===== config.mk =====
export PLATFORM = sky130hd
export DESIGN_NAME = branch_predictor
export DESIGN_NICKNAME = d
export VERILOG_FILES = /design/src/rtl/branch_predictor.sv
export SDC_FILE = /design/constraint.sdc
export NUM_CORES = 1
export LEC_CHECK = 0
export CAP_MARGIN = 15
export CELL_PAD_IN_SITES_DETAIL_PLACEMENT = 0
export CELL_PAD_IN_SITES_GLOBAL_PLACEMENT = 2
export CORE_MARGIN = 5
export CORE_UTILIZATION = 44
export DETAILED_ROUTE_END_ITERATION = 6
export GPL_ROUTABILITY_DRIVEN = 0
export HOLD_SLACK_MARGIN = 0.03
export PLACE_DENSITY = 0.74
export SYNTH_ARGS = -nofsm -noshare
export SYNTH_HDL_FRONTEND = slang
export SYNTH_SLANG_ARGS = --single-unit

===== constraint.sdc =====
create_clock -name clk -period 5.7 [get_ports clk]
set_clock_uncertainty 0.05 [all_clocks]
set_input_delay 1.425 -clock clk [delete_from_list [all_inputs] [get_ports clk]]
set_output_delay 1.425 -clock clk [all_outputs]
set_load 0.1 [all_outputs]

===== src/rtl/branch_predictor.sv =====
// Direct-mapped branch target buffer with 2-bit saturating counters.
// Fetch looks up by PCF, Execute updates by PCE; the Fetch prediction is piped
// through Decode and Execute so the hazard unit can detect mispredictions.
module branch_predictor #(
  parameter int unsigned IDX_BITS = 4
) (
  input  logic        clk,
  input  logic        reset,
  input  logic [31:0] PCF,
  input  logic        StallD,
  input  logic        FlushD,
  input  logic        FlushE,
  input  logic        BranchE,
  input  logic        BranchTaken,
  input  logic [31:0] PCE,
  input  logic [31:0] BranchTargetE,
  output logic        PredictTakenF,
  output logic [31:0] PredictTargetF,
  output logic        PredictTaken,
  output logic        Mispredict
);

  localparam int unsigned Entries = 1 << IDX_BITS;
  localparam int unsigned TagW    = 30 - IDX_BITS;

  // Table state
  logic [Entries-1:0] valid_q, valid_d;
  logic [TagW-1:0]    tag_q [Entries];
  logic [TagW-1:0]    tag_d [Entries];
  logic [1:0]         ctr_q [Entries];
  logic [1:0]         ctr_d [Entries];
  logic [31:0]        tgt_q [Entries];
  logic [31:0]        tgt_d [Entries];

  // Prediction pipeline: Decode- and Execute-aligned copies of PredictTakenF
  logic pred_dec_q, pred_dec_d;
  logic pred_exe_q, pred_exe_d;

  logic [IDX_BITS-1:0] idx_f, idx_e;
  logic [TagW-1:0]     tag_f, tag_e;
  logic                hit_f, hit_e;

  assign idx_f = PCF[IDX_BITS+1:2];
  assign tag_f = PCF[31:IDX_BITS+2];
  assign idx_e = PCE[IDX_BITS+1:2];
  assign tag_e = PCE[31:IDX_BITS+2];

  // Lookup reads registered contents, so a same-cycle update is seen next cycle
  always_comb begin
    hit_f          = valid_q[idx_f] && (tag_q[idx_f] == tag_f);
    hit_e          = valid_q[idx_e] && (tag_q[idx_e] == tag_e);
    PredictTakenF  = hit_f && ctr_q[idx_f][1];
    PredictTargetF = PredictTakenF ? tgt_q[idx_f] : (PCF + 32'd4);
  end

  // Execute-stage outputs; mispredict is masked while in reset
  always_comb begin
    PredictTaken = pred_exe_q;
    if (reset) begin
      Mispredict = 1'b0;
    end else if (BranchE) begin
      Mispredict = (pred_exe_q != BranchTaken);
    end else begin
      Mispredict = pred_exe_q;
    end
  end

  // Next-state for the table: train on hit, allocate on taken miss
  always_comb begin
    valid_d = valid_q;
    tag_d   = tag_q;
    ctr_d   = ctr_q;
    tgt_d   = tgt_q;
    if (BranchE) begin
      if (hit_e) begin
        if (BranchTaken) begin
          ctr_d[idx_e] = (ctr_q[idx_e] == 2'b11) ? 2'b11 : ctr_q[idx_e] + 2'd1;
          tgt_d[idx_e] = BranchTargetE;
        end else begin
          ctr_d[idx_e] = (ctr_q[idx_e] == 2'b00) ? 2'b00 : ctr_q[idx_e] - 2'd1;
        end
      end else if (BranchTaken) begin
        valid_d[idx_e] = 1'b1;
        tag_d[idx_e]   = tag_e;
        ctr_d[idx_e]   = 2'b10;
        tgt_d[idx_e]   = BranchTargetE;
      end
    end
  end

  // Next-state for the prediction pipeline; flush beats stall in Decode
  always_comb begin
    if (FlushD) begin
      pred_dec_d = 1'b0;
    end else if (StallD) begin
      pred_dec_d = pred_dec_q;
    end else begin
      pred_dec_d = PredictTakenF;
    end
    pred_exe_d = FlushE ? 1'b0 : pred_dec_q;
  end

  // State registers with synchronous reset; targets and tags need no reset
  always_ff @(posedge clk) begin
    if (reset) begin
      valid_q    <= '0;
      pred_dec_q <= 1'b0;
      pred_exe_q <= 1'b0;
      for (int i = 0; i < Entries; i++) begin
        ctr_q[i] <= 2'b01;
      end
    end else begin
      valid_q    <= valid_d;
      tag_q      <= tag_d;
      ctr_q      <= ctr_d;
      tgt_q      <= tgt_d;
      pred_dec_q <= pred_dec_d;
      pred_exe_q <= pred_exe_d;
    end
  end

endmodule


Yosys cells after proc, flatten, opt, wreduce, memory -nomap -nowiden:

Index checks and enable logic that the tools add are counted.

* flip-flop bits (word level): 978
* bits of input ports: 103
* output and inout bits: 35
* word-level logic and storage cells: 124

* $add $sub $neg: 3
* order comparisons: 6
* eq/ne operators: 4
* multiplexer cells: 39
* bitwise gates (word level): 8
* reduce and logical (&&, ||, !) cells: 13

Operators with widths (count)
* 512-bit bitwise mux: 1
* 416-bit bitwise mux: 1
* 32-bit two-way mux: 7
* 26-bit binary-select mux with 4-bit select: 2
* 26-bit two-way mux: 5
* 32-bit binary-select mux with 4-bit select: 1
* 32-bit demux with 4-bit select: 1
* 26-bit demux with 4-bit select: 1
* 32-bit bitwise mux: 2
* 26-bit == test: 2
* 32-bit by 3-bit adder with 32-bit output (second input constant): 1
* 16-bit OR: 2
* 16-bit bitwise AND: 1
* 2-bit binary-select mux with 4-bit select: 2
* 16-bit inverter: 1
* 2-bit two-way mux: 7
* 5-bit >= comparator (second input constant): 2
* 4-bit by 5-bit less-than comparator with 1-bit output (second input constant): 2
* 4-bit inverter with 5-bit output: 2
* 1-bit binary-select mux with 4-bit select: 2
* 2-bit demux with 4-bit select: 1
* 3-bit AND reduction: 2
* 1-bit logical AND: 5
* 5-bit by 1-bit less-than comparator with 1-bit output (second input constant): 1
* 13 further kinds: 19

Longest topological paths before layout:

* word-level depth: 9
* gate-level depth with buffers: 15
* gate-level depth less buffers: 9

Least setup slack after synthesis:

OpenSTA, ideal clock, no wires.

* path type: in2out
* from: input PCF[4]
* to: output PredictTakenF
* arrival: 6.313 ns
* data required time: 4.225 ns
* setup slack: -2.088 ns
* stages on the path: 10
* buffers on the path: 4
* cell sequence: clkbuf_1 > buf_2 > buf_2 > buf_1 > mux4_2 > xnor2_1 > nand4_1 > nor2_1 > nand4_1 > nor4_1

* longest elaborated chain between the ends: 7
* elaborated cells on any way between the ends: 12
* classes of those cells: eq/ne: 1; mux: 8; bitwise: 1; reduce/logical: 2

Ends and longest elaborated chain
* start: declaration: RTL line 9 `input logic [31:0] PCF,`
* 4-bit inverter with 5-bit output (not written as such): RTL line 50, 52
* 26-bit binary-select mux with 4-bit select: RTL line 50 `hit_f = valid_q[idx_f] && (tag_q[idx_f] == tag_f);`
* 26-bit two-way mux (not written as such) (2 in a row): RTL line 50
* 26-bit == test: RTL line 50
* 1-bit logical AND: RTL line 50
* 1-bit logical AND (*): RTL line 52 `PredictTakenF = hit_f && ctr_q[idx_f][1];`
* end: declaration: RTL line 17 `output logic PredictTakenF,`

Every way passes the cells marked *; elsewhere a longest branch is shown, timed or not. The select of a mux whose other input is x is not followed.

Worst setup path in the final report:

* from: input PCF[2]
* to: output PredictTargetF[30]

* longest elaborated chain between the ends: 8
* elaborated cells on any way between the ends: 17
* classes of those cells: add/sub: 1; eq/ne: 1; mux: 12; bitwise: 1; reduce/logical: 2

Ends and longest elaborated chain
* 4-bit inverter with 5-bit output (not written as such): RTL line 50, 52, 53
* 26-bit binary-select mux with 4-bit select: RTL line 50
* 26-bit two-way mux (not written as such) (2 in a row): RTL line 50
* 26-bit == test: RTL line 50
* 1-bit logical AND: RTL line 50
* 1-bit logical AND: RTL line 52
* 32-bit two-way mux (*): RTL line 53 `PredictTargetF = PredictTakenF ? tgt_q[idx_f] : (PCF + 32'd4);`
* end: declaration: RTL line 18 `output logic [31:0] PredictTargetF,`

Marks and branches as above.

==> results.yml <==
pwr:
  p_int_w: 0.0123
  switching_power_w: 0.00355
  vdd_ir_drop_max_mv: 0.316
  swShare_pct: 22.4
  p_comb_share_pct: 9.2
  seqPwrFrac_pct: 50.2
  clkPwrFrac_pct: 40.6
  power.leakage_nw: 17.1
  power_density_mw_per_mm2: 303
cts:
  clock_latency_ns: 0.68
  cts_tree: "done"
  cts.sinks: 978
  clkTransAtPathRegs_ns: 0.06
  postCtsHoldBufs: 0
  clock_path_buffers: 3
  htree_levels: 3
  root_buffer: "clkbuf_16"
  numCtsBuffers: 101
drt:
  first_pass_iters: 5
  via_per_inst: 6.07
  ant_nets: 0
  post_drt_wl_per_cell_microns: 31.1
  totalWireLength_microns: 122000
  vias: 23800
  drtIter0Drc: 2637
  route.detailed.drc: 0
cells_and_area:
  drive_gt1_share_pct: 35.4
  utilization_pct: 53.9
  design_area_sq_mm: 0.0522
  final_cells: 3917
  fillers: 7516
  final_nets: 2661
  area_delta_synth_final_pct: 21.6
setup_path:
  cp_data_required_time_ns: 4.22
  cpPeakStageDelay_ns: 0.66
  arrival_ns: 4.85
  rr_worst_depth: 11
  worstSetupPathType: "in -> out"
  crit_slowest_cell: "or4b_4"
  critical_path_buf_inv_count: 4
  end_kind: "output port"
  crit_chain: "buf_16 > buf_16 > mux4_2 > mux4_2 > xnor2_2 > nand2_1 > or3_1 > or4b_4 > buf_12 > mux2_4 > buf_12"
  cp.depth: 11
  path_max_fanout: 16
  worstSetupStartpointType: "input pin"
  path_delay_family: "multiplexers"
outcome:
  status: "finished, violations left"
  violations: "setup timing"
placed_design:
  post-place-ws_ns: -0.755
  port_buffers: 135
  dp.cells: 3718
  dp_hpwl_microns: 77400
  post_dp_cell_area_sq_mm: 0.0484
floorplanning:
  design.core.area_sq_mm: 0.0967
  die_y_microns: 322
  num_rows: 114
  die_x_microns: 322
  num_io_pins: 138
  dieArea_sq_mm: 0.104
  start_util_pct: 44.3
yosys:
  yosysTopAreaCell: "edfxtp_1"
  synth_area_leaders: "edfxtp_1 65%, mux4_2 19%, mux2i_1 2.6%, dfxtp_1 2.3%, xnor2_1 1.5%"
  synth_compound_area_share_pct: 3.37
  synth_edf_count: 928
  ys_warn_count: 0
  syn_avg_cell_area_sq_um: 19.6
  synth_fa_ha_area_share_pct: 0.0759
  synth_xor_area_share_pct: 1.95
  yosys.area_share.simple_pct: 2.81
  ys_seq_area_share_pct: 67.3
  synthesis.nets: 2290
  synthMuxAreaShare_pct: 22.5
  ys_ff_latch: 978
  ys.flop_type: "edfxtp_1"
  synth_cell_types: 68
  ys_top_cells_by_count: "928 x edfxtp_1, 354 x mux4_2, 111 x mux2i_1, 74 x xnor2_1, 65 x nor2_1"
  synth_top_area_share_pct: 65.0
  synth_top_family_by_area: "multiplexers"
  synth.most_common_cell: "edfxtp_1"
  syn_area_sq_mm: 0.0429
  syn_inst: 2186
  async_flop_share_pct: 0
timing:
  period_share_pct: 111
  fin_tns_setup_ns: -18.11
  setup_viol_count_final: 33
  fmax_mhz: 158
  finalWorstSetupSlack_ns: -0.623
  slew_headroom_pct: 27.5
  drv_slew: 0
  rsz0062_at_grt: "true"
  fin_crit_ns: 6.32
  hold_viol: 0
  worst_slew_pin_slew_ns: 1.09
global_routing:
  grt_max_degree: 113
  track_usage_pct: 23.5
  grt_pass1_vias: 24700
  gr-total-overflow: 0
  grt_first_pass_wirelength_microns: 175000
  antenna_found_initial: 6
min_path:
  hold_class: "reg -> reg"
  min_path_cells: 1
job:
  drv_cap: 0
state kept, by name (all words and copies together), names as in the netlist:
| name | cells |
|---|---|
| pred_dec_q | 1 |
| PredictTaken | 1 |
| tgt_q | 512 |
| valid_q | 16 |
| ctr_q | 32 |
| tag_q | 416 |
placed cells by master (no fill, tap or decap), types with 26 or more instances in the layout:
| master | instances |
|---|---|
| mux4_2 | 354 |
| buf_4 | 196 |
| a22oi_1 | 26 |
| mux2_4 | 31 |
| clkbuf_16 | 102 |
| nand2_1 | 63 |
| xnor2_1 | 65 |
| edfxtp_1 | 928 |
| mux2i_1 | 110 |
| nor2_1 | 41 |
| clkdlybuf4s50_1 | 93 |
| buf_12 | 97 |
| dfxtp_1 | 50 |
cell families (layout without fill, tap and decap cells):
family / count (synthesis) / after routing
DFF: 978 / 978
muxes: 507 / 507
and+or+nand+nor: 242 / 242
AOI/OAI and AO/OA: 198 / 198
buffers and inverters: 165 / 618
xor gates and xnor gates: 93 / 93
adders and majority gates: 3 / 3
other: 0 / 2
final timing paths:
check,from,endpoint,slack (ns)
max,PCF[2],PredictTargetF[30],-0.62
min,pred_dec_q,PredictTaken,0.43
max reg2reg,tag_q[88],tag_q[398],1.84
min reg2reg,pred_dec_q,PredictTaken,0.43
metrics by stage:
stage | power (W) | hold WS, ns
floorplan | 0.00886 | 0.393
global placement | 0.00947 | 0.411
detailed placement | 0.00949 | 0.422
CTS | 0.0160 | 0.433
global route | 0.0163 | 0.449
finish | 0.0158 | 0.427
metal layers:
layer / vias to the layer above / part of all wire (%) / wire, microns / track usage (%)
li1: 9953 / - / - / -
met1: 12700 / 40 / 48300 / 31.5
met2: 1008 / 51 / 61600 / 39.9
met3: 155 / 7.5 / 9170 / 4.94
met4: 4 / 2.3 / 2860 / 5.56
met5: - / 0.017 / 21 / 0
power groups by stage:
stage               clock network (W)  logic [W]  registers (W)
floorplan                           0   0.000787        0.00808
global placement                    0    0.00140        0.00808
detailed placement                  0    0.00141        0.00808
CTS                           0.00655    0.00147        0.00793
global route                  0.00686    0.00154        0.00793
finish                        0.00642    0.00146        0.00793
timing repair:
action                     4_1_cts  5_1_grt
setup endpoints to repair       33       33
buffers inserted                10        2
pin swaps                        5        9
gates resized for setup         49       18
gates cloned                     7        0
cell type report:
class / count / area (sq um) / area share, %
Clock buffer: 127 / 2680 / 5.13
Multi-Input combinational cell: 1043 / 13600 / 26.1
Antenna cell: 2 / 5.00 / 0.00960
Inverter: 25 / 93.8 / 0.180
Clock inverter: 58 / 554 / 1.06
Sequential cell: 978 / 28900 / 55.4
Timing Repair Buffer: 408 / 4750 / 9.10
Tap cell: 1276 / 1600 / 3.06
Power figures use the tool's default switching activity.
